<file path="src/rtl/instruction_sequencer_if.sv">
// Bus bundle between the instruction sequencer, its instruction memory and
// the I2C request/response engine.
interface instruction_sequencer_if #(
    parameter int ADDR_W = 8
);
    logic              start;
    logic [ADDR_W-1:0] reg_addr;
    logic [31:0]       read_data;
    logic [3:0]        mem_error;
    logic              i2c_req_valid;
    logic              i2c_req_ready;
    logic              i2c_rw;
    logic [7:0]        i2c_dev;
    logic [7:0]        i2c_reg;
    logic [7:0]        i2c_wdata;
    logic              i2c_rsp_valid;
    logic              i2c_rsp_nack;
    logic [7:0]        i2c_rsp_data;
    logic [7:0]        rd_data;
    logic              rd_valid;
    logic              busy;
    logic              done;
    logic [3:0]        err_code;

    modport master (
        input  start, read_data, mem_error, i2c_req_ready,
               i2c_rsp_valid, i2c_rsp_nack, i2c_rsp_data,
        output reg_addr, i2c_req_valid, i2c_rw, i2c_dev, i2c_reg, i2c_wdata,
               rd_data, rd_valid, busy, done, err_code
    );

    modport slave (
        output start, read_data, mem_error, i2c_req_ready,
               i2c_rsp_valid, i2c_rsp_nack, i2c_rsp_data,
        input  reg_addr, i2c_req_valid, i2c_rw, i2c_dev, i2c_reg, i2c_wdata,
               rd_data, rd_valid, busy, done, err_code
    );
endinterface

</file>
<file path="src/rtl/instruction_sequencer.sv">
// Fetches 32-bit instructions from a 1-cycle-latency memory and turns them
// into I2C read/write requests until an END opcode, the last address or an error.
module instruction_sequencer #(
    parameter int ADDR_W      = 8,
    parameter int LAST_ADDR   = 255,
    parameter int RSP_TIMEOUT = 1024
) (
    input  logic clk,
    input  logic reset,
    instruction_sequencer_if.master bus
);
    localparam int CNT_W = $clog2(RSP_TIMEOUT + 1);

    localparam logic [7:0] OP_NOP = 8'h00;
    localparam logic [7:0] OP_RD  = 8'h01;
    localparam logic [7:0] OP_WR  = 8'h02;
    localparam logic [7:0] OP_END = 8'hFF;

    localparam logic [3:0] ERR_NONE = 4'd0;
    localparam logic [3:0] ERR_MEM  = 4'd1;
    localparam logic [3:0] ERR_OP   = 4'd2;
    localparam logic [3:0] ERR_NACK = 4'd3;
    localparam logic [3:0] ERR_TMO  = 4'd4;

    typedef enum logic [2:0] {
        S_IDLE    = 3'd0,
        S_FETCH   = 3'd1,
        S_DECODE  = 3'd2,
        S_ISSUE   = 3'd3,
        S_WAIT    = 3'd4,
        S_ADVANCE = 3'd5,
        S_ERR     = 3'd6
    } state_t;

    state_t            state_q, state_d;
    logic [ADDR_W-1:0] pc_q, pc_d;
    logic [ADDR_W-1:0] reg_addr_q, reg_addr_d;
    logic              req_valid_q, req_valid_d;
    logic              rw_q, rw_d;
    logic [7:0]        dev_q, dev_d;
    logic [7:0]        reg_q, reg_d;
    logic [7:0]        wdata_q, wdata_d;
    logic [7:0]        rd_data_q, rd_data_d;
    logic              rd_valid_q, rd_valid_d;
    logic              busy_q, busy_d;
    logic              done_q, done_d;
    logic [3:0]        err_q, err_d;
    logic [CNT_W-1:0]  cnt_q, cnt_d;
    logic [7:0]        op_s;

    assign op_s = bus.read_data[31:24];

    // Next-state and registered-output computation for the sequencer FSM
    always_comb begin
        state_d     = state_q;
        pc_d        = pc_q;
        reg_addr_d  = reg_addr_q;
        req_valid_d = req_valid_q;
        rw_d        = rw_q;
        dev_d       = dev_q;
        reg_d       = reg_q;
        wdata_d     = wdata_q;
        rd_data_d   = rd_data_q;
        rd_valid_d  = 1'b0;
        busy_d      = busy_q;
        done_d      = 1'b0;
        err_d       = err_q;
        cnt_d       = cnt_q;
        case (state_q)
            S_IDLE, S_ERR: begin
                if (bus.start) begin
                    pc_d       = '0;
                    reg_addr_d = '0;
                    err_d      = ERR_NONE;
                    busy_d     = 1'b1;
                    state_d    = S_FETCH;
                end else begin
                    busy_d = 1'b0;
                end
            end
            S_FETCH: state_d = S_DECODE;
            S_DECODE: begin
                // A bad address makes the fetched word meaningless, so it outranks the opcode
                if (bus.mem_error != 4'd0) begin
                    err_d   = ERR_MEM;
                    busy_d  = 1'b0;
                    state_d = S_ERR;
                end else begin
                    case (op_s)
                        OP_NOP: state_d = S_ADVANCE;
                        OP_RD, OP_WR: begin
                            rw_d        = (op_s == OP_RD);
                            dev_d       = bus.read_data[23:16];
                            reg_d       = bus.read_data[15:8];
                            wdata_d     = bus.read_data[7:0];
                            req_valid_d = 1'b1;
                            state_d     = S_ISSUE;
                        end
                        OP_END: begin
                            done_d  = 1'b1;
                            busy_d  = 1'b0;
                            state_d = S_IDLE;
                        end
                        default: begin
                            err_d   = ERR_OP;
                            busy_d  = 1'b0;
                            state_d = S_ERR;
                        end
                    endcase
                end
            end
            S_ISSUE: begin
                if (bus.i2c_req_ready) begin
                    req_valid_d = 1'b0;
                    cnt_d       = '0;
                    state_d     = S_WAIT;
                end else begin
                    req_valid_d = 1'b1;
                end
            end
            S_WAIT: begin
                // A response arriving in the final counted cycle still beats the timeout
                if (bus.i2c_rsp_valid) begin
                    if (bus.i2c_rsp_nack) begin
                        err_d   = ERR_NACK;
                        busy_d  = 1'b0;
                        state_d = S_ERR;
                    end else begin
                        if (rw_q) begin
                            rd_data_d  = bus.i2c_rsp_data;
                            rd_valid_d = 1'b1;
                        end else begin
                            rd_data_d  = rd_data_q;
                        end
                        state_d = S_ADVANCE;
                    end
                end else if (cnt_q == CNT_W'(RSP_TIMEOUT - 1)) begin
                    err_d   = ERR_TMO;
                    busy_d  = 1'b0;
                    state_d = S_ERR;
                end else begin
                    cnt_d = cnt_q + CNT_W'(1);
                end
            end
            S_ADVANCE: begin
                if (pc_q == ADDR_W'(LAST_ADDR)) begin
                    done_d  = 1'b1;
                    busy_d  = 1'b0;
                    state_d = S_IDLE;
                end else begin
                    pc_d       = pc_q + ADDR_W'(1);
                    reg_addr_d = pc_q + ADDR_W'(1);
                    state_d    = S_FETCH;
                end
            end
            default: begin
                req_valid_d = 1'b0;
                busy_d      = 1'b0;
                state_d     = S_IDLE;
            end
        endcase
    end

    // State and output registers with synchronous reset
    always_ff @(posedge clk) begin
        if (reset) begin
            state_q     <= S_IDLE;
            pc_q        <= '0;
            reg_addr_q  <= '0;
            req_valid_q <= 1'b0;
            rw_q        <= 1'b0;
            dev_q       <= 8'd0;
            reg_q       <= 8'd0;
            wdata_q     <= 8'd0;
            rd_data_q   <= 8'd0;
            rd_valid_q  <= 1'b0;
            busy_q      <= 1'b0;
            done_q      <= 1'b0;
            err_q       <= 4'd0;
            cnt_q       <= '0;
        end else begin
            state_q     <= state_d;
            pc_q        <= pc_d;
            reg_addr_q  <= reg_addr_d;
            req_valid_q <= req_valid_d;
            rw_q        <= rw_d;
            dev_q       <= dev_d;
            reg_q       <= reg_d;
            wdata_q     <= wdata_d;
            rd_data_q   <= rd_data_d;
            rd_valid_q  <= rd_valid_d;
            busy_q      <= busy_d;
            done_q      <= done_d;
            err_q       <= err_d;
            cnt_q       <= cnt_d;
        end
    end

    assign bus.reg_addr      = reg_addr_q;
    assign bus.i2c_req_valid = req_valid_q;
    assign bus.i2c_rw        = rw_q;
    assign bus.i2c_dev       = dev_q;
    assign bus.i2c_reg       = reg_q;
    assign bus.i2c_wdata     = wdata_q;
    assign bus.rd_data       = rd_data_q;
    assign bus.rd_valid      = rd_valid_q;
    assign bus.busy          = busy_q;
    assign bus.done          = done_q;
    assign bus.err_code      = err_q;
endmodule

</file>
<file path="src/flat_wrapper.sv">
// flat-port wrapper written by rule: the top's interface ports become plain ports
module instruction_sequencer_flat 
#(
    parameter int ADDR_W      = 8,
    parameter int LAST_ADDR   = 255,
    parameter int RSP_TIMEOUT = 1024
)
  (clk, reset, bus_start, bus_read_data, bus_mem_error, bus_i2c_req_ready, bus_i2c_rsp_valid, bus_i2c_rsp_nack, bus_i2c_rsp_data, bus_reg_addr, bus_i2c_req_valid, bus_i2c_rw, bus_i2c_dev, bus_i2c_reg, bus_i2c_wdata, bus_rd_data, bus_rd_valid, bus_busy, bus_done, bus_err_code);
  instruction_sequencer_if #(.ADDR_W(ADDR_W)) bus_i ();
  input  logic clk;
  input  logic reset;
  input wire logic [$bits(bus_i.start)-1:0] bus_start;
  input wire logic [$bits(bus_i.read_data)-1:0] bus_read_data;
  input wire logic [$bits(bus_i.mem_error)-1:0] bus_mem_error;
  input wire logic [$bits(bus_i.i2c_req_ready)-1:0] bus_i2c_req_ready;
  input wire logic [$bits(bus_i.i2c_rsp_valid)-1:0] bus_i2c_rsp_valid;
  input wire logic [$bits(bus_i.i2c_rsp_nack)-1:0] bus_i2c_rsp_nack;
  input wire logic [$bits(bus_i.i2c_rsp_data)-1:0] bus_i2c_rsp_data;
  output wire logic [$bits(bus_i.reg_addr)-1:0] bus_reg_addr;
  output wire logic [$bits(bus_i.i2c_req_valid)-1:0] bus_i2c_req_valid;
  output wire logic [$bits(bus_i.i2c_rw)-1:0] bus_i2c_rw;
  output wire logic [$bits(bus_i.i2c_dev)-1:0] bus_i2c_dev;
  output wire logic [$bits(bus_i.i2c_reg)-1:0] bus_i2c_reg;
  output wire logic [$bits(bus_i.i2c_wdata)-1:0] bus_i2c_wdata;
  output wire logic [$bits(bus_i.rd_data)-1:0] bus_rd_data;
  output wire logic [$bits(bus_i.rd_valid)-1:0] bus_rd_valid;
  output wire logic [$bits(bus_i.busy)-1:0] bus_busy;
  output wire logic [$bits(bus_i.done)-1:0] bus_done;
  output wire logic [$bits(bus_i.err_code)-1:0] bus_err_code;
  assign bus_i.start = bus_start;
  assign bus_i.read_data = bus_read_data;
  assign bus_i.mem_error = bus_mem_error;
  assign bus_i.i2c_req_ready = bus_i2c_req_ready;
  assign bus_i.i2c_rsp_valid = bus_i2c_rsp_valid;
  assign bus_i.i2c_rsp_nack = bus_i2c_rsp_nack;
  assign bus_i.i2c_rsp_data = bus_i2c_rsp_data;
  assign bus_reg_addr = bus_i.reg_addr;
  assign bus_i2c_req_valid = bus_i.i2c_req_valid;
  assign bus_i2c_rw = bus_i.i2c_rw;
  assign bus_i2c_dev = bus_i.i2c_dev;
  assign bus_i2c_reg = bus_i.i2c_reg;
  assign bus_i2c_wdata = bus_i.i2c_wdata;
  assign bus_rd_data = bus_i.rd_data;
  assign bus_rd_valid = bus_i.rd_valid;
  assign bus_busy = bus_i.busy;
  assign bus_done = bus_i.done;
  assign bus_err_code = bus_i.err_code;
  instruction_sequencer #(.ADDR_W(ADDR_W), .LAST_ADDR(LAST_ADDR), .RSP_TIMEOUT(RSP_TIMEOUT)) u_core (.clk(clk), .reset(reset), .bus(bus_i));
endmodule
</file>
<file path="config.mk">
export PLATFORM = sky130hd
export DESIGN_NAME = instruction_sequencer_flat
export DESIGN_NICKNAME = d
export VERILOG_FILES = /design/src/rtl/instruction_sequencer_if.sv /design/src/rtl/instruction_sequencer.sv /design/src/flat_wrapper.sv
export SDC_FILE = /design/constraint.sdc
export NUM_CORES = 1
export LEC_CHECK = 0
export CAP_MARGIN = 15
export CORE_MARGIN = 3
export CORE_UTILIZATION = 40
export DETAILED_ROUTE_END_ITERATION = 12
export GPL_TIMING_DRIVEN = 1
export PLACE_DENSITY_LB_ADDON = 0.2
export SLEW_MARGIN = 20
export SYNTH_ARGS = -nofsm -noshare
export SYNTH_HDL_FRONTEND = slang
export SYNTH_SLANG_ARGS = --single-unit
</file>
<file path="constraint.sdc">
create_clock -name clk -period 3.4 [get_ports clk]
set_input_delay 0.51 -clock clk [delete_from_list [all_inputs] [get_ports clk]]
set_output_delay 0.51 -clock clk [all_outputs]
set_load 0.02 [all_outputs]
</file>
Yosys cells after proc, flatten, opt, wreduce, memory -nomap -nowiden. Cells that the tools add are included.

Word-level logic and storage cells: 105. Register bits after elaboration: 63. Output and inout port bits: 49.

Reduce and logical (&&, ||, !) cells: 21. Eq/ne operators: 23. Mux-type cells: 40. Bitwise operators: 6. $add $sub $neg: 2.

Operators with widths (number): $mux 11 (3); $mux 4 (6); $pmux 11 s2 (1); $pmux 3 s6 (1); $eq 8x8->1 const B (2); $mux 8 (2); $pmux 8 s2 (1); $mux 1 (15); $mux 3 (5); $ne 2x2->1 const B (6); $pmux 4 s3 (1); $reduce_and 3->1 (4); $add 11x1->11 const B (1); $eq 11x10->1 const B (1); $reduce_and 5->1 (2); $eq 3x3->1 const B (3); $ne 3x2->1 const B (3); $pmux 3 s3 (1); $add 8x1->8 const B (1); $eq 8x1->1 const B (1); $eq 8x2->1 const B (1); $logic_not 8->1 (1); $reduce_and 4->1 (2); $reduce_or 4->1 (2); 16 further kinds (26).

Logic depth before layout (Yosys ltp). Gate-level depths: netlist (run 1).

Depth after elaboration: 5. Gate-level depth with buffers: 8.

Least setup slack after synthesis (run 1). Ideal clock, no wire load.

Kind: input-to-reg. From: input port bus_mem_error[1]. To: register u_core.err_q[0] (netlist: u_core.bus.err_code[0]). Arrival time: 1829 ps. Library setup time: 132 ps. Buffers on the path: 0. Path slack: 1438 ps. Stages: 5. Cell sequence: or4_1 -> o41a_1 -> o211ai_1 -> or4_1 -> a21oi_1.

Longest elaborated chain between the ends: 3. Elaborated cells on any way between the ends: 5. Classes of those cells: 1 x eq/ne; 2 x mux; 2 x reduce/logical.

Ends and longest elaborated chain: from (decl) (line flat_wrapper.sv:14) `input wire logic [$bits(bus_i.mem_error)-1:0] bus_mem_error;`; $reduce_bool 4->1 (*) (line instruction_sequencer.sv:84) `if (bus.mem_error != 4'd0) begin`; $ne 3x2->1 (no source line) / $mux 4 (equally long branches); $reduce_and 5->1 (no source line) / $pmux 4 s3 (equally long branches); to (signal assigned) (line instruction_sequencer.sv:194) `err_q <= err_d;`; to (decl) (line instruction_sequencer.sv:47) `logic [3:0] err_q, err_d;`.

Every way passes the cells marked *; elsewhere a longest branch is shown, timed or not. A chain may end at the register's enable or synchronous reset.

Worst setup path after layout (run 1).
From: input port bus_read_data[26]. To: register u_core.wdata_q[3] (netlist: u_core.bus.i2c_wdata[3]).

Longest elaborated chain between the ends: 3. Elaborated cells on any way between the ends: 4. Classes of those cells: 2 x eq/ne; 2 x reduce/logical.

Ends and longest elaborated chain: from (decl) (line flat_wrapper.sv:13) `input wire logic [$bits(bus_i.read_data)-1:0] bus_read_data;`; $eq 8x2->1 / $eq 8x1->1 (equally long branches) (line instruction_sequencer.sv:89) `case (op_s)`; $reduce_or 2->1 (*) (line instruction_sequencer.sv:89); $reduce_and 3->1 (no source line) (*); to (signal assigned) (line instruction_sequencer.sv:189) `wdata_q <= wdata_d;`; to (decl) (line instruction_sequencer.sv:42) `logic [7:0] wdata_q, wdata_d;`.

Marked as above.

==> run metrics, run 1 <==
result of the run finished clean; setup skew after layout 7.86 ps; TritonCTS Sinks 62; detailed-router iteration count before antenna repair 4; TritonCTS clock tree done; average instance area after synthesis 8.15 sq um; Worst R2R End u_core.bus.i2c_wdata[3]; most flop-heavy register u_core.cnt_q; final critical-path setup slack 772 ps; final number of max-transition violations 0; setup repair after global routing missed its margin no; met2 layer usage reported by global route 27.4%; buffers inserted during post-CTS setup optimization 0; initial antenna violation count 0; global-route wire length before repair 11.3 mm; Setup Slack @ Placement 445 ps; via count 2697; register area share after synthesis 44.5%; post-synthesis instance area 2790 sq um; portion of synthesized cell area occupied by the leading cell type 44.5%; H-Tree Level Count 3; Ant. Diodes 0; final number of setup-violating endpoints 0; Crit path buffers/inverters 1; fraction of layout instances using a drive strength above 1 6.18%; via count of the first global-routing pass 2409; highest ir drop seen on vdd 0.000254 V; required time worst endpoint 3610 ps; final antenna-violating net count 0; starting density of the core 42.7%; buffer type at the clock tree root sky130_fd_sc_hd__clkbuf_8; non-filler instance count after layout 514; met1 GRT Util 23.7%; Tot Pwr 0.00186 W; core area 6530 sq um; Gate Count Post-Synth 342; Post-DP HPWL 5.02 mm; count of flip-flops with a built-in enable after synthesis 0; commonest cells in the synthesized netlist sky130_fd_sc_hd__nand2_1, sky130_fd_sc_hd__dfxtp_1, sky130_fd_sc_hd__a21oi_1; Worst Hold Class reg2reg; wire per inst 14.0 um; critical-path maximum fanout 24; type of the worst setup path in2reg; die height 89.5 um; number of instances resized during post-cts repair 0; placement row count 29; Async SR Flop Fraction 0%; Worst Tran Pin Value 895 ps; top flip-flop cell by instance count after synthesis sky130_fd_sc_hd__dfxtp_1; tightest slew margin relative to the limit 40.3%; depth of the worst register-to-register path 5; Synth-to-Final Area Change 43.0%; count of synthesis-stage warnings from yosys 0; Synth cell types 45; period utilisation layout 77.3%; Hold Vio Cnt, Final 0; most numerous cell in the Yosys netlist sky130_fd_sc_hd__nand2_1; count of port buffers added during placement 97; count of routing violations after the opening detailed-route iteration 122; Max Cap Violations 0; detailed-route DRC error count 0; cell family contributing the most delay on the critical path simple AND/OR/NAND/NOR gates; power density normalized to cell area 467 nW/um^2; WP data arrival 2840 ps; sort of element at the end of the critical path flop; share of the core filled with cells in the final layout 61.0%; all-layer global routing usage 18.2%; maximum number of pins on one net before global-route repair 48; Worst Min Path Start u_core.cnt_q[10]; number of buffers inserted for hold repair after clock tree synthesis 0; worst hold stages 2; instance count after placement with tap cells included 498; clock latency at the later pin of the worst-skew pair 340 ps; leakage dissipation 1.32 nW; stage delay of the slowest cell on the critical path 670 ps; overall die width 89.5 um; Worst Hold Endpoint u_core.cnt_q[10]; IO Pins 99; GRT Residual Overflow 0; GR Util met3 6.18%; Critical Path Source Type primary input; post-synthesis cell type with the largest combined area sky130_fd_sc_hd__dfxtp_1; standard cell with the maximum stage delay on the critical path sky130_fd_sc_hd__nand2b_1; most area-consuming cells after synthesis sky130_fd_sc_hd__dfxtp_1, sky130_fd_sc_hd__nand2_1, sky130_fd_sc_hd__a21oi_1; most used routing layer met2; Largest register FFs 11; final wirelength 7.18 mm; number of nets produced by synthesis 394; setup TNS 0 ps; Cell Chain, Critical Path clkdlybuf4s50_1 -> nor4_1 -> nand4_1 -> nand2b_1 -> nand2_1 -> a21oi_1; RR Startpoint u_core.state_q[1]; cell depth of the worst setup path 6; FMAX 381 MHz; area enclosed by the die boundary 8000 sq um; number of register bits inferred by synthesis 62; worst reg2reg setup slack 1060 ps; Inserted Clock Buffers 9; clock-pin slew on the worst setup and hold paths 70 ps; via-per-instance ratio 5.25; Bufs on Longest Clock Path 2; final critical-path required period 2630 ps; Nets 484; Final GP Congestion 0.833
## logic make-up (layout without fill, tap and decap cells)
kind of cell	after synthesis	after routing	share of synthesized area [%]
and+or+nand+nor	158	158	27.7
adders and majority gates	2	2	0.898
buffers and inverters	26	121	4.62
xor gates and xnor gates	15	15	4.71
other	1	1	0.135
DFF	62	62	44.5
AOI/OAI and AO/OA	78	78	17.4
## metal layers
| layer | share of wire [%] | vias to the layer above |
|---|---|---|
| met4 | 1.4 | 0 |
| li1 | - | 1378 |
| met5 | 0 | - |
| met1 | 45 | 1220 |
| met3 | 8.8 | 10 |
| met2 | 45 | 89 |
## layout make-up
| cell class | instances | area, sq um |
|---|---|---|
| Fill cell | 584 | 2550 |
| Multi-Input combinational cell | 254 | 1420 |
| Sequential cell | 62 | 1240 |
| Timing Repair Buffer | 101 | 996 |
| Clock buffer | 13 | 179 |
| Tap cell | 77 | 96.3 |
| Clock inverter | 3 | 40.0 |
| Inverter | 4 | 15.0 |
## power breakdown
group | switching [W] | internal (W) | total, W | leakage [nW]
registers | 0.0000598 | 0.000755 | 0.000814 | 0.500
clock network | 0.000282 | 0.000416 | 0.000698 | 0.115
logic | 0.000186 | 0.000164 | 0.000349 | 0.709
## how the worst max path moves through the flow
stage,from,end
final,bus_read_data[26],u_core.bus.i2c_wdata[3]
after global routing,bus_read_data[26],u_core.bus.i2c_dev[5]
after CTS,bus_read_data[26],u_core.bus.i2c_wdata[2]
after detailed placement,bus_read_data[26],u_core.bus.i2c_wdata[2]
after global placement,bus_read_data[26],u_core.bus.i2c_wdata[7]
after floorplan,bus_mem_error[1],u_core.bus.err_code[0]
## worst min-delay path: cells and delay by family (launching register included)
kind / cells / cell delay (ps)
DFF: 1 / 310
buffers and inverters: 1 / 50
AOI/OAI and AO/OA: 1 / 30
## placed cells by master, fill, tap and decap left out, types with 3 or more instances in the layout
| master | instances |
|---|---|
| sky130_fd_sc_hd__nand2_1 | 68 |
| sky130_fd_sc_hd__nor2b_1 | 5 |
| sky130_fd_sc_hd__o31ai_1 | 3 |
| sky130_fd_sc_hd__xor2_1 | 4 |
| sky130_fd_sc_hd__nor2_1 | 23 |
| sky130_fd_sc_hd__dfxtp_1 | 62 |
| sky130_fd_sc_hd__nand4_1 | 7 |
| sky130_fd_sc_hd__clkdlybuf4s50_1 | 96 |
| sky130_fd_sc_hd__or4_1 | 5 |
| sky130_fd_sc_hd__nand3_1 | 23 |
| sky130_fd_sc_hd__clkbuf_8 | 13 |
| sky130_fd_sc_hd__o211ai_1 | 5 |
| sky130_fd_sc_hd__and2_1 | 3 |
| sky130_fd_sc_hd__buf_4 | 4 |
| sky130_fd_sc_hd__nor3_1 | 3 |
| sky130_fd_sc_hd__a211oi_1 | 5 |
| sky130_fd_sc_hd__nand2b_1 | 4 |
| sky130_fd_sc_hd__inv_1 | 4 |
| sky130_fd_sc_hd__a311oi_1 | 3 |
| sky130_fd_sc_hd__xnor2_1 | 11 |
| sky130_fd_sc_hd__nand3b_1 | 3 |
| sky130_fd_sc_hd__o21ai_0 | 7 |
| sky130_fd_sc_hd__a21oi_1 | 45 |
## stage by stage
step	hold WS, ps	cell area, sq um
after floorplan	403	2790
after global placement	415	3760
after detailed placement	417	3760
after CTS	428	3980
after global routing	457	3980
final	426	3980
Power figures use the tool's default switching activity.
==> run 2: changes to the inputs <==
==> constraint.sdc (replaced) <==
create_clock -name clk -period 2.6 [get_ports clk]
set_input_delay 0.39 -clock clk [delete_from_list [all_inputs] [get_ports clk]]
set_output_delay 0.39 -clock clk [all_outputs]
set_load 0.02 [all_outputs]
==> run metrics, run 2 (synthesis gave the netlist of run 1 again) <==
result of the run finished clean (unchanged); all-layer global routing usage 17.7% (was 18.2%); buffer type at the clock tree root sky130_fd_sc_hd__clkbuf_8 (unchanged); depth of the worst register-to-register path 6 (was 5); Hold Vio Cnt, Final 0 (unchanged); worst reg2reg setup slack 310 ps (was 1060 ps); initial antenna violation count 0 (unchanged); detailed-router iteration count before antenna repair 4 (unchanged); Inserted Clock Buffers 9 (unchanged); number of instances resized during post-cts repair 0 (unchanged); wire per inst 13.7 um (was 14.0 um); setup TNS 0 ps (unchanged); critical-path maximum fanout 14 (was 24); Worst Hold Endpoint u_core.cnt_q[10] (unchanged); final number of setup-violating endpoints 0 (unchanged); count of port buffers added during placement 97 (unchanged); Worst Min Path Start u_core.cnt_q[10] (unchanged); Cell Chain, Critical Path ha_1 -> nand3_1 -> o31ai_4 -> nand2_2 -> or4_1 -> a21oi_1 (was clkdlybuf4s50_1 -> nor4_1 -> nand4_1 -> nand2b_1 -> nand2_1 -> a21oi_1); area enclosed by the die boundary 8000 sq um (unchanged); tightest slew margin relative to the limit 59.1% (was 40.3%); Post-DP HPWL 5.06 mm (was 5.02 mm); FILL cells 582 (was 584); Synth-to-Final Area Change 43.6% (was 43.0%); clock-pin slew on the worst setup and hold paths 70 ps (about the same); global-route wire length before repair 11.1 mm (was 11.3 mm); final antenna-violating net count 0 (unchanged); power density normalized to cell area 612 nW/um^2 (was 467 nW/um^2); fraction of layout instances using a drive strength above 1 6.59% (was 6.18%); count of routing violations after the opening detailed-route iteration 131 (was 122); FMAX 437 MHz; buffers inserted during post-CTS setup optimization 0 (unchanged); H-Tree Level Count 3 (unchanged); Bufs on Longest Clock Path 2 (unchanged); placement row count 29 (unchanged); period utilisation layout 88.0%; die height 89.5 um (unchanged); WP data arrival 2560 ps (was 2840 ps); instance count after placement with tap cells included 501 (was 498); Worst Hold Class reg2reg (unchanged); final critical-path required period 2290 ps; Nets 487 (was 484); type of the worst setup path reg2reg (was in2reg); overall die width 89.5 um (unchanged); Worst R2R End u_core.bus.err_code[0] (was u_core.bus.i2c_wdata[3]); Largest register FFs 11 (unchanged); Ant. Diodes 0 (unchanged); TritonCTS clock tree done (unchanged); sort of element at the end of the critical path flop (unchanged); setup repair after global routing missed its margin no (unchanged); Critical Path Source Type flop (was primary input); highest ir drop seen on vdd 0.000374 V (was 0.000254 V); final wirelength 7.10 mm (was 7.18 mm); worst hold stages 2 (unchanged); via-per-instance ratio 5.22 (was 5.25); leakage dissipation 1.33 nW (was 1.32 nW); setup skew after layout 7.86 ps (about the same); starting density of the core 42.7% (unchanged); commonest cells after routing, fill and taps aside sky130_fd_sc_hd__clkdlybuf4s50_1, sky130_fd_sc_hd__nand2_1, sky130_fd_sc_hd__dfxtp_1 (unchanged); via count of the first global-routing pass 2399 (was 2409); TritonCTS Sinks 62 (unchanged); final number of max-transition violations 0 (unchanged); maximum number of pins on one net before global-route repair 48 (unchanged); required time worst endpoint 2870 ps (was 3610 ps); most common library cell in the layout ignoring fill and taps sky130_fd_sc_hd__clkdlybuf4s50_1 (unchanged); core area 6530 sq um (unchanged); IO Pins 99 (unchanged); RR Startpoint u_core.cnt_q[0] (was u_core.state_q[1]); standard cell with the maximum stage delay on the critical path sky130_fd_sc_hd__o31ai_4 (was sky130_fd_sc_hd__nand2b_1); stage delay of the slowest cell on the critical path 590 ps (was 670 ps); detailed-route DRC error count 0 (unchanged); number of buffers inserted for hold repair after clock tree synthesis 0 (unchanged); GRT Residual Overflow 0 (unchanged); Worst Tran Pin Value 614 ps (was 895 ps); via count 2701 (was 2697); Final GP Congestion 0.782 (was 0.833); non-filler instance count after layout 517 (was 514); Max Cap Violations 0 (unchanged); most flop-heavy register u_core.cnt_q (unchanged); clock latency at the later pin of the worst-skew pair 340 ps (about the same)
[run 2: cell type report]
type                            instances  area, sq um  area share, %
Clock buffer                           10          128           3.19
Clock inverter                          6         86.3           2.16
Inverter                                4         15.0          0.375
Multi-Input combinational cell        254         1420           35.4
Sequential cell                        62         1240           31.0
Tap cell                               77         96.3           2.41
Timing Repair Buffer                  104         1020           25.5
[run 2: worst max-delay path: cells and delay by family (launching register included)]
kind                     cells  cell delay [ps]
flip-flops                   1              370
AND/OR/NAND/NOR              3              870
AO/OA/AOI/OAI                2              740
adder cells (fa/ha/maj)      1              250
[run 2: stage by stage]
step                area, sq um  util [%]  setup WS (ps)  hold WS [ps]  total power, W
detailed placement         3790      58.0            202           421         0.00154
global route               4000      61.3            139           453         0.00256
floorplan                  2790         -            758           403         0.00139
global placement           3790      58.0            227           415         0.00154
finish                     4000      61.3            313           425         0.00245
CTS                        4000      61.3            323           430         0.00246
[run 2: worst max-delay path by stage]
stage | end | cells past startpoint | startpoint | slack [ps]
after global placement | u_core.bus.err_code[1] | 6 | bus_mem_error[1] | 230
after global routing | u_core.bus.err_code[0] | 6 | u_core.cnt_q[0] | 140
after detailed placement | u_core.bus.err_code[1] | 6 | bus_mem_error[1] | 200
after CTS | u_core.bus.err_code[0] | 6 | u_core.cnt_q[0] | 320
after floorplan | u_core.bus.err_code[0] | 5 | bus_mem_error[1] | 760
final | u_core.bus.err_code[0] | 6 | u_core.cnt_q[0] | 310
[run 2: where the power goes]
| part | internal, W | switching [W] | total (W) |
|---|---|---|---|
| Sequential | 0.000987 | 0.0000649 | 0.00105 |
| Clock | 0.000538 | 0.000389 | 0.000927 |
| Combinational | 0.000221 | 0.000251 | 0.000471 |
[run 2: metal layers]
layer / up-vias / part of all wire, % / global-route usage, %
met5: - / 0 / 0
met4: 0 / 0.73 / 7.71
met3: 5 / 7.4 / 4.88
met2: 83 / 45 / 26.1
met1: 1223 / 47 / 24.2
li1: 1390 / - / -
==> run 3: changes to the inputs <==
--- a/config.mk
+++ b/config.mk
@@ -7,7 +7,7 @@
 export LEC_CHECK = 0
 export CAP_MARGIN = 15
 export CORE_MARGIN = 3
-export CORE_UTILIZATION = 40
+export CORE_UTILIZATION = 45
 export DETAILED_ROUTE_END_ITERATION = 12
 export GPL_TIMING_DRIVEN = 1
 export PLACE_DENSITY_LB_ADDON = 0.2
==> run metrics, run 3 (synthesis gave the netlist of run 1 again) <==
result of the run finished clean (unchanged); Critical Path Source Type flop (unchanged); via count 2755 (was 2701); number of instances resized during post-cts repair 0 (unchanged); most flop-heavy register u_core.cnt_q (unchanged); die height 84.7 um (was 89.5 um); clock latency at the later pin of the worst-skew pair 340 ps (about the same); TritonCTS clock tree done (unchanged); required time worst endpoint 2870 ps (about the same); tightest slew margin relative to the limit 60.2% (was 59.1%); core area 5960 sq um (was 6530 sq um); instance count after placement with tap cells included 501 (unchanged); via count of the first global-routing pass 2632 (was 2399); setup TNS 0 ps (unchanged); Max Cap Violations 0 (unchanged); number of buffers inserted for hold repair after clock tree synthesis 0 (unchanged); Tot Pwr 0.00247 W (was 0.00245 W); final number of max-transition violations 0 (unchanged); H-Tree Level Count 3 (unchanged); most common library cell in the layout ignoring fill and taps sky130_fd_sc_hd__clkdlybuf4s50_1 (unchanged); clock share of power 37.5% (was 37.8%); overall die width 84.7 um (was 89.5 um); type of the worst setup path reg2reg (unchanged); WP data arrival 2550 ps (was 2560 ps); buffer type at the clock tree root sky130_fd_sc_hd__clkbuf_8 (unchanged); Synth-to-Final Area Change 44.3% (was 43.6%); Fin Hold WS 431 ps (was 425 ps); non-filler instance count after layout 517 (unchanged); Worst R2R End u_core.bus.err_code[1] (was u_core.bus.err_code[0]); power density normalized to cell area 614 nW/um^2 (was 612 nW/um^2); Internal 0.00178 W (was 0.00175 W); detailed-router iteration count before antenna repair 4 (unchanged); Hold Vio Cnt, Final 0 (unchanged); Ant. Diodes 0 (unchanged); GRT Residual Overflow 0 (unchanged); worst hold stages 2 (unchanged); count of routing violations after the opening detailed-route iteration 126 (was 131); Worst Hold Endpoint u_core.cnt_q[10] (unchanged); setup repair after global routing missed its margin no (unchanged); Worst Min Path Start u_core.cnt_q[10] (unchanged); final wirelength 7.25 mm (was 7.10 mm); fraction of layout instances using a drive strength above 1 6.56% (was 6.59%); maximum number of pins on one net before global-route repair 29 (was 48); sort of element at the end of the critical path flop (unchanged); final critical-path required period 2280 ps (was 2290 ps); count of port buffers added during placement 97 (unchanged); all-layer global routing usage 20.3% (was 17.7%); via-per-instance ratio 5.33 (was 5.22); FMAX 439 MHz (was 437 MHz); critical-path maximum fanout 14 (unchanged); Inserted Clock Buffers 9 (unchanged); setup skew after layout 6.33 ps (was 7.86 ps); area enclosed by the die boundary 7170 sq um (was 8000 sq um); starting density of the core 46.8% (was 42.7%); period utilisation layout 87.6% (was 88.0%); portion of total power attributed to combinational logic 19.8% (was 19.2%); placement row count 28 (was 29); net switching power of the design 0.000689 W (was 0.000704 W); depth of the worst register-to-register path 6 (unchanged); area of the multi-input gates 1420 sq um (unchanged); Worst Hold Class reg2reg (unchanged); wire per inst 14.0 um (was 13.7 um); Post-DP HPWL 5.26 mm (was 5.06 mm); initial antenna violation count 0 (unchanged); final antenna-violating net count 0 (unchanged); final number of setup-violating endpoints 0 (unchanged); final critical-path setup slack 321 ps (was 313 ps); Largest register FFs 11 (unchanged); RR Startpoint u_core.cnt_q[0] (unchanged); leakage dissipation 1.34 nW (was 1.33 nW); Setup Slack @ Placement 153 ps (was 202 ps); commonest cells after routing, fill and taps aside sky130_fd_sc_hd__clkdlybuf4s50_1, sky130_fd_sc_hd__nand2_1, sky130_fd_sc_hd__dfxtp_1 (unchanged); FILL cells 513 (was 582); TritonCTS Sinks 62 (unchanged); detailed-route DRC error count 0 (unchanged); global-route wire length before repair 11.8 mm (was 11.1 mm); highest ir drop seen on vdd 0.000506 V (was 0.000374 V); part of the power in registers 42.7% (was 42.9%); clock-pin slew on the worst setup and hold paths 60 ps (was 70 ps); worst reg2reg setup slack 320 ps (was 310 ps); Reg area 1240 sq um (unchanged); net switching fraction of the power 27.9% (was 28.7%); Worst Tran Pin Value 597 ps (was 614 ps); Bufs on Longest Clock Path 2 (unchanged); buffers inserted during post-CTS setup optimization 0 (unchanged); Final GP Congestion 0.759 (was 0.782); IO Pins 99 (unchanged); Nets 489 (was 487)
## run 3: cell count changes in the layout (fill, tap and decap cells not counted), sizes merged
cell	delta
buf	+1
clkbuf	+2
clkdlybuf4s50	+1
clkinv	-1
clkinvlp	-1
## run 3: worst max-delay path by stage
stage | depth (start not counted) | slack (ps) | start | endpoint
global route | 6 | 150 | u_core.cnt_q[0] | u_core.bus.err_code[1]
finish | 6 | 320 | u_core.cnt_q[0] | u_core.bus.err_code[1]
floorplan | 5 | 760 | bus_mem_error[1] | u_core.bus.err_code[0]
global placement | 6 | 210 | bus_mem_error[1] | u_core.bus.err_code[0]
CTS | 6 | 330 | u_core.cnt_q[0] | u_core.bus.err_code[0]
detailed placement | 6 | 150 | bus_read_data[26] | u_core.bus.err_code[1]
## run 3: area by class of cell
| cell class | count | share of cell area, % |
|---|---|---|
| multi-input cells | 254 | 35.2 |
| flip-flops and latches | 62 | 30.9 |
| repair buffers | 106 | 25.8 |
| clock buffers | 12 | 3.61 |
| well taps | 75 | 2.33 |
| clock inverters | 4 | 1.74 |
| inverters | 4 | 0.373 |
## run 3: power by group through the flow
| stage | Sequential, W | Clock (W) | Combinational, W |
|---|---|---|---|
| final | 0.00105 | 0.000927 | 0.000488 |
| after global routing | 0.00106 | 0.000989 | 0.000541 |
| after CTS | 0.00105 | 0.000948 | 0.000489 |
| after detailed placement | 0.00107 | 0 | 0.000484 |
| after global placement | 0.00107 | 0 | 0.000477 |
| after floorplan | 0.00104 | 0 | 0.000348 |
## run 3: per-layer routing
layer,global-route usage (%),share of wire [%],up-vias
met5,0,0,-
met4,7.91,2.2,0
met3,7.56,4.8,17
met2,33.9,49,60
met1,23.6,44,1288
li1,-,-,1390
## run 3: critical path, stage by stage (launching register included)
cell                      delay (ps)
sky130_fd_sc_hd__dfxtp_1         370
sky130_fd_sc_hd__ha_1            240
sky130_fd_sc_hd__nand3_1         150
sky130_fd_sc_hd__o31ai_4         580
sky130_fd_sc_hd__nand2_2         190
sky130_fd_sc_hd__or4_1           530
sky130_fd_sc_hd__a21oi_1         160
## run 3: stage by stage
step / area (sq um) / utilization [%]
2_1_floorplan: 2790 / -
3_3_place_gp: 3800 / 63.9
3_5_place_dp: 3800 / 63.9
4_1_cts: 4020 / 67.5
5_1_grt: 4020 / 67.5
6_report: 4020 / 67.5
==> edit 1 (config.mk and constraints of run 3) <==
`RSP_TIMEOUT` is set to 1024 in 2 places; all go to 2048.
--- a/src/rtl/instruction_sequencer.sv
+++ b/src/rtl/instruction_sequencer.sv
@@ -4,5 +4,5 @@
     parameter int ADDR_W      = 8,
     parameter int LAST_ADDR   = 255,
-    parameter int RSP_TIMEOUT = 1024
+    parameter int RSP_TIMEOUT = 2048
 ) (
     input  logic clk,
--- a/src/flat_wrapper.sv
+++ b/src/flat_wrapper.sv
@@ -4,5 +4,5 @@
     parameter int ADDR_W      = 8,
     parameter int LAST_ADDR   = 255,
-    parameter int RSP_TIMEOUT = 1024
+    parameter int RSP_TIMEOUT = 2048
 )
   (clk, reset, bus_start, bus_read_data, bus_mem_error, bus_i2c_req_ready, bus_i2c_rsp_valid, bus_i2c_rsp_nack, bus_i2c_rsp_data, bus_reg_addr, bus_i2c_req_valid, bus_i2c_rw, bus_i2c_dev, bus_i2c_reg, bus_i2c_wdata, bus_rd_data, bus_rd_valid, bus_busy, bus_done, bus_err_code);
Formal check against the unedited RTL: no difference found for any inputs over 10 cycles, from zero or initial values and one cycle with reset high; that may be too few to reach the edited logic, so the function may still have changed.
==> edit 1 against run 3 <==
Utilization is 0.65 points lower. Area after synthesis is 3.4% higher. Final area rose by 0.78%. Sequential cell count is 1 higher. Largest cell class unchanged. Highest routed layer unchanged. Power down 6.6%. Critical path depth is 1 lower. Wire length increased by 0.28%. Setup slack got worse by 5.1 ps.
==> edit 1: results (changes against run 3) <==
Final layout
  – Max FFs per register: 12 (was 11)
  – Ratio of cells with drive above 1 in the final layout: 7.13% (was 6.56%)
  – Post-layout net count: 497 (was 489)
  – Post-layout instance count excluding filler cells: 524 (was 517)

Route
  – Number of DRC markers in iteration 0: 198 (was 126)
  – Routed metal-1 wirelength: 3280 um (was 3180 um)
  – Met3 routed WL: 518 um (was 351 um)
  – Routed vias/inst: 5.32 (was 5.33)
  – Wire length per cell after detailed routing: 13.9 um (was 14.0 um)

STA
  – Hold Worst Slack: 442 ps (was 431 ps)
  – Final worst clock skew: 8.97 ps (was 6.33 ps)
  – Worst-case setup margin in the final layout: 316 ps (was 321 ps)

Yosys
  – Portion of the post-synthesis area used by sequential elements: 43.8% (was 44.5%)
  – Biggest area contributors in the synthesized netlist: sky130_fd_sc_hd__dfxtp_1, sky130_fd_sc_hd__nand2_1, sky130_fd_sc_hd__a21oi_1, sky130_fd_sc_hd__xnor2_1, sky130_fd_sc_hd__nor2_1 (was sky130_fd_sc_hd__dfxtp_1, sky130_fd_sc_hd__nand2_1, sky130_fd_sc_hd__a21oi_1, sky130_fd_sc_hd__nand3_1, sky130_fd_sc_hd__xnor2_1)
  – Synth cell types: 47 (was 45)
  – Post-synthesis instance total: 352 (was 342)
  – Leading post-synthesis cells by instance count: sky130_fd_sc_hd__nand2_1, sky130_fd_sc_hd__dfxtp_1, sky130_fd_sc_hd__a21oi_1 (unchanged)

Global routing
  – GRT Total Usage: 20.0% (was 20.3%)
  – Global-route wire length before repair: 12000 um (was 11800 um)
  – Largest net degree at the start of global routing: 47 (was 29)

Power and ir drop
  – Clk pwr: 0.721 mW (was 0.927 mW)
  – Power Internal: 1.60 mW (was 1.78 mW)
  – Leakage power: 1.32 nW (was 1.34 nW)
  – Pwr/cell area: 569 nW/um2 (was 614 nW/um2)
  – IR drop worst, VDD: 380 uV (was 506 uV)

Placement
  – Worst slack after detailed placement: 52.4 ps (was 153 ps)
  – Detailed-placement wirelength estimate: 5250 um (was 5260 um)
  – Post-Place Cells: 509 (was 501)
  – Standard cell area after detailed placement: 3890 um2 (was 3800 um2)

Worst setup path
  – Crit-path max cell delay: 650 ps (was 580 ps)
  – Slowest cell on the critical path: sky130_fd_sc_hd__dfxtp_1 (was sky130_fd_sc_hd__o31ai_4)
  – Destination of the critical timing path: u_core.bus.err_code[2] (was u_core.bus.err_code[1])
  – R2R depth: 5 (was 6)
  – Start point of the critical path: u_core.state_q[1] (was u_core.cnt_q[0])

Hold path
  – Hold Path Stages: 3 (was 2)
  – Hold EP: u_core.bus.err_code[2] (was u_core.cnt_q[10])
  – Worst hold path type: input pin to flop (was flop to flop)

Status
  – Status: finished, final reports clean (unchanged)
[edit 1: logic make-up (layout without fill, tap and decap cells)]
family / Yosys count / in the layout / synth area share (%)
buffers and inverters: 31 / 128 / 4.60
AO/OA/AOI/OAI: 94 / 94 / 20.5
adder cells (fa/ha/maj): 2 / 2 / 0.868
multiplexers: 1 / 1 / 0.347
other: 1 / 1 / 0.130
XOR/XNOR: 13 / 13 / 3.95
flip-flops: 63 / 63 / 43.8
AND/OR/NAND/NOR: 147 / 147 / 25.8
[edit 1: layout make-up]
cell class / instances / area [um2]
sequential: 63 / 1260
multi-input combinational: 258 / 1490
fill: 492 / 2010
timing repair buffer: 102 / 1000
tap: 75 / 93.8
clock inverter: 4 / 22.5
inverter: 11 / 41.3
clock buffer: 11 / 141
[edit 1: metal layers]
metal | GRT usage, % | up-vias
li1 | - | 1434
met1 | 26.4 | 1263
met2 | 31.1 | 82
met3 | 6.24 | 9
met4 | 6.04 | 0
met5 | 0 | -
==> edit 2 (config.mk and constraints of run 3) <==
Made on the original files. Encoding of `state_t`: now Gray code (3 bits for 7 states).
--- a/src/rtl/instruction_sequencer.sv
+++ b/src/rtl/instruction_sequencer.sv
@@ -24,11 +24,11 @@
 
     typedef enum logic [2:0] {
-        S_IDLE    = 3'd0,
-        S_FETCH   = 3'd1,
-        S_DECODE  = 3'd2,
-        S_ISSUE   = 3'd3,
-        S_WAIT    = 3'd4,
-        S_ADVANCE = 3'd5,
-        S_ERR     = 3'd6
+        S_IDLE    = 3'b000,
+        S_FETCH   = 3'b001,
+        S_DECODE  = 3'b011,
+        S_ISSUE   = 3'b010,
+        S_WAIT    = 3'b110,
+        S_ADVANCE = 3'b111,
+        S_ERR     = 3'b101
     } state_t;
 
Check against the original RTL: no difference found for any inputs over 10 cycles, from zero or initial values and one cycle with reset high; not proved beyond that.
==> edit 2 against run 3 <==
Setup slack gained 150 ps. Critical path type unchanged. Power grew 11%. Wire length shrank 0.52%. Area after synthesis grew 4.4%. Sequential cell count is the same. Highest routed layer unchanged. Synthesized cell count grew 2.0%. Final area grew 3.2%.
==> edit 2: results (changes against run 3) <==
Placement
  – Detailed-placement wirelength estimate: 5240 um (was 5260 um)
  – Final weighted congestion of routability-driven global placement: 0.883 (was 0.759)
  – Post-Place Cells: 506 (was 501)

Yosys
  – Net Count, Synth: 401 (was 394)
  – Portion of the post-synthesis area used by sequential elements: 42.6% (was 44.5%)
  – Biggest area contributors in the synthesized netlist: sky130_fd_sc_hd__dfxtp_1, sky130_fd_sc_hd__nand2_1, sky130_fd_sc_hd__a21oi_1, sky130_fd_sc_hd__nor2_1, sky130_fd_sc_hd__mux2i_1 (was sky130_fd_sc_hd__dfxtp_1, sky130_fd_sc_hd__nand2_1, sky130_fd_sc_hd__a21oi_1, sky130_fd_sc_hd__nand3_1, sky130_fd_sc_hd__xnor2_1)
  – Mean area per synthesized cell: 8.34 um2 (was 8.15 um2)
  – Leading post-synthesis cells by instance count: sky130_fd_sc_hd__dfxtp_1, sky130_fd_sc_hd__nand2_1, sky130_fd_sc_hd__a21oi_1 (was sky130_fd_sc_hd__nand2_1, sky130_fd_sc_hd__dfxtp_1, sky130_fd_sc_hd__a21oi_1)

Worst setup path
  – Slowest cell on the critical path: sky130_fd_sc_hd__dfxtp_1 (was sky130_fd_sc_hd__o31ai_4)
  – CP Max Fanout: 18 (was 14)
  – Arrival time at the worst endpoint: 2390 ps (was 2550 ps)
  – Crit-path max cell delay: 650 ps (was 580 ps)

Global routing
  – GRT Total Usage: 19.6% (was 20.3%)
  – Met1 capacity usage during global routing: 25.0% (was 23.6%)
  – Vias in the first global route: 2607 (was 2632)
  – Global routing met2 resource utilization: 29.6% (was 33.9%)
  – Largest net degree at the start of global routing: 49 (was 29)
  – Met3 global-route usage: 7.22% (was 7.56%)
  – Global-route wire length before repair: 11800 um (about the same)

Route
  – Routed metal-1 wirelength: 3120 um (was 3180 um)
  – Total number of vias: 2737 (was 2755)
  – Number of DRC markers in iteration 0: 147 (was 126)
  – Total wire length: 7210 um (was 7250 um)
  – Met2 Routed Length: 3340 um (was 3560 um)
  – Met3 routed WL: 635 um (was 351 um)

STA
  – Final worst clock skew: 6.29 ps (was 6.33 ps)
  – Remaining max-slew budget at the tightest pin: 58.5% (was 60.2%)

Final layout
  – Multi-input combinational cell count: 262 (was 254)
  – Layout non-clock buf frac: 24.4% (was 25.8%)
  – Post-layout instance count excluding filler cells: 522 (was 517)
  – Post-layout net count: 494 (was 489)
  – Multi-input logic portion of the cell area: 37.7% (was 35.2%)
  – Ratio of cells with drive above 1 in the final layout: 8.28% (was 6.56%)
  – Repair and plain buffers: 103 (was 106)
  – Number of signal-net inverters in the final layout: 4 (unchanged)
  – Clock network area share: 5.37% (was 5.35%)

Status
  – Status: finished, final reports clean (unchanged)

Clock tree
  – Clock-pin transition on the worst setup and hold timing paths: around 70 ps

Power and ir drop
  – Leakage power: 1.36 nW (was 1.34 nW)
  – IR drop worst, VDD: 474 uV (was 506 uV)
==> edit 2: cell count changes after synthesis, sizes merged, moves of 5 or more <==
cell and change:
mux2i +10, nand2 -8, a21oi -5, nor2 +12
nand3 -13, o21ai +7
==> edit 2: logic make-up (layout without fill, tap and decap cells) <==
| family | after synthesis | in the layout | synth area share, % |
|---|---|---|---|
| muxes | 10 | 10 | 3.44 |
| buffers and inverters | 25 | 123 | 3.61 |
| adders and majority gates | 2 | 2 | 0.860 |
| DFF | 62 | 62 | 42.6 |
| xor gates and xnor gates | 17 | 17 | 5.12 |
| AOI/OAI and AO/OA | 83 | 83 | 18.6 |
| and+or+nand+nor | 149 | 149 | 25.6 |
| other | 1 | 1 | 0.129 |
==> edit 2: path summary, 6_finish.rpt <==
path	startpoint	endpoint	slack, ps	cells after the start
setup / recovery	u_core.state_q[0]	u_core.bus.err_code[1]	470	5
setup reg to reg	u_core.state_q[0]	u_core.bus.err_code[1]	470	5
hold reg to reg	u_core.bus.i2c_dev[7]	u_core.bus.i2c_dev[7]	450	2
hold / removal	u_core.bus.i2c_dev[7]	u_core.bus.i2c_dev[7]	450	2
==> edit 2: stage by stage <==
stage	area (um2)	setup slack, ps	util [%]
after floorplan	2910	762	-
after global placement	3930	241	64.4
after detailed placement	3930	209	64.4
after CTS	4150	466	68.0
after global routing	4150	317	68.0
final	4150	467	68.0
==> edit 2: power by group <==
group	total (mW)	leakage [nW]	internal, mW	switching (mW)
clock	0.950	0.108	0.562	0.387
combinational	0.689	0.756	0.314	0.375
sequential	1.11	0.500	1.00	0.110
==> edit 2: critical path, delay by kind of cell, from the launching register on <==
family	cells	cell delay, ps
AND/OR/NAND/NOR	3	1150
flip-flops	1	650
AO/OA/AOI/OAI	2	250
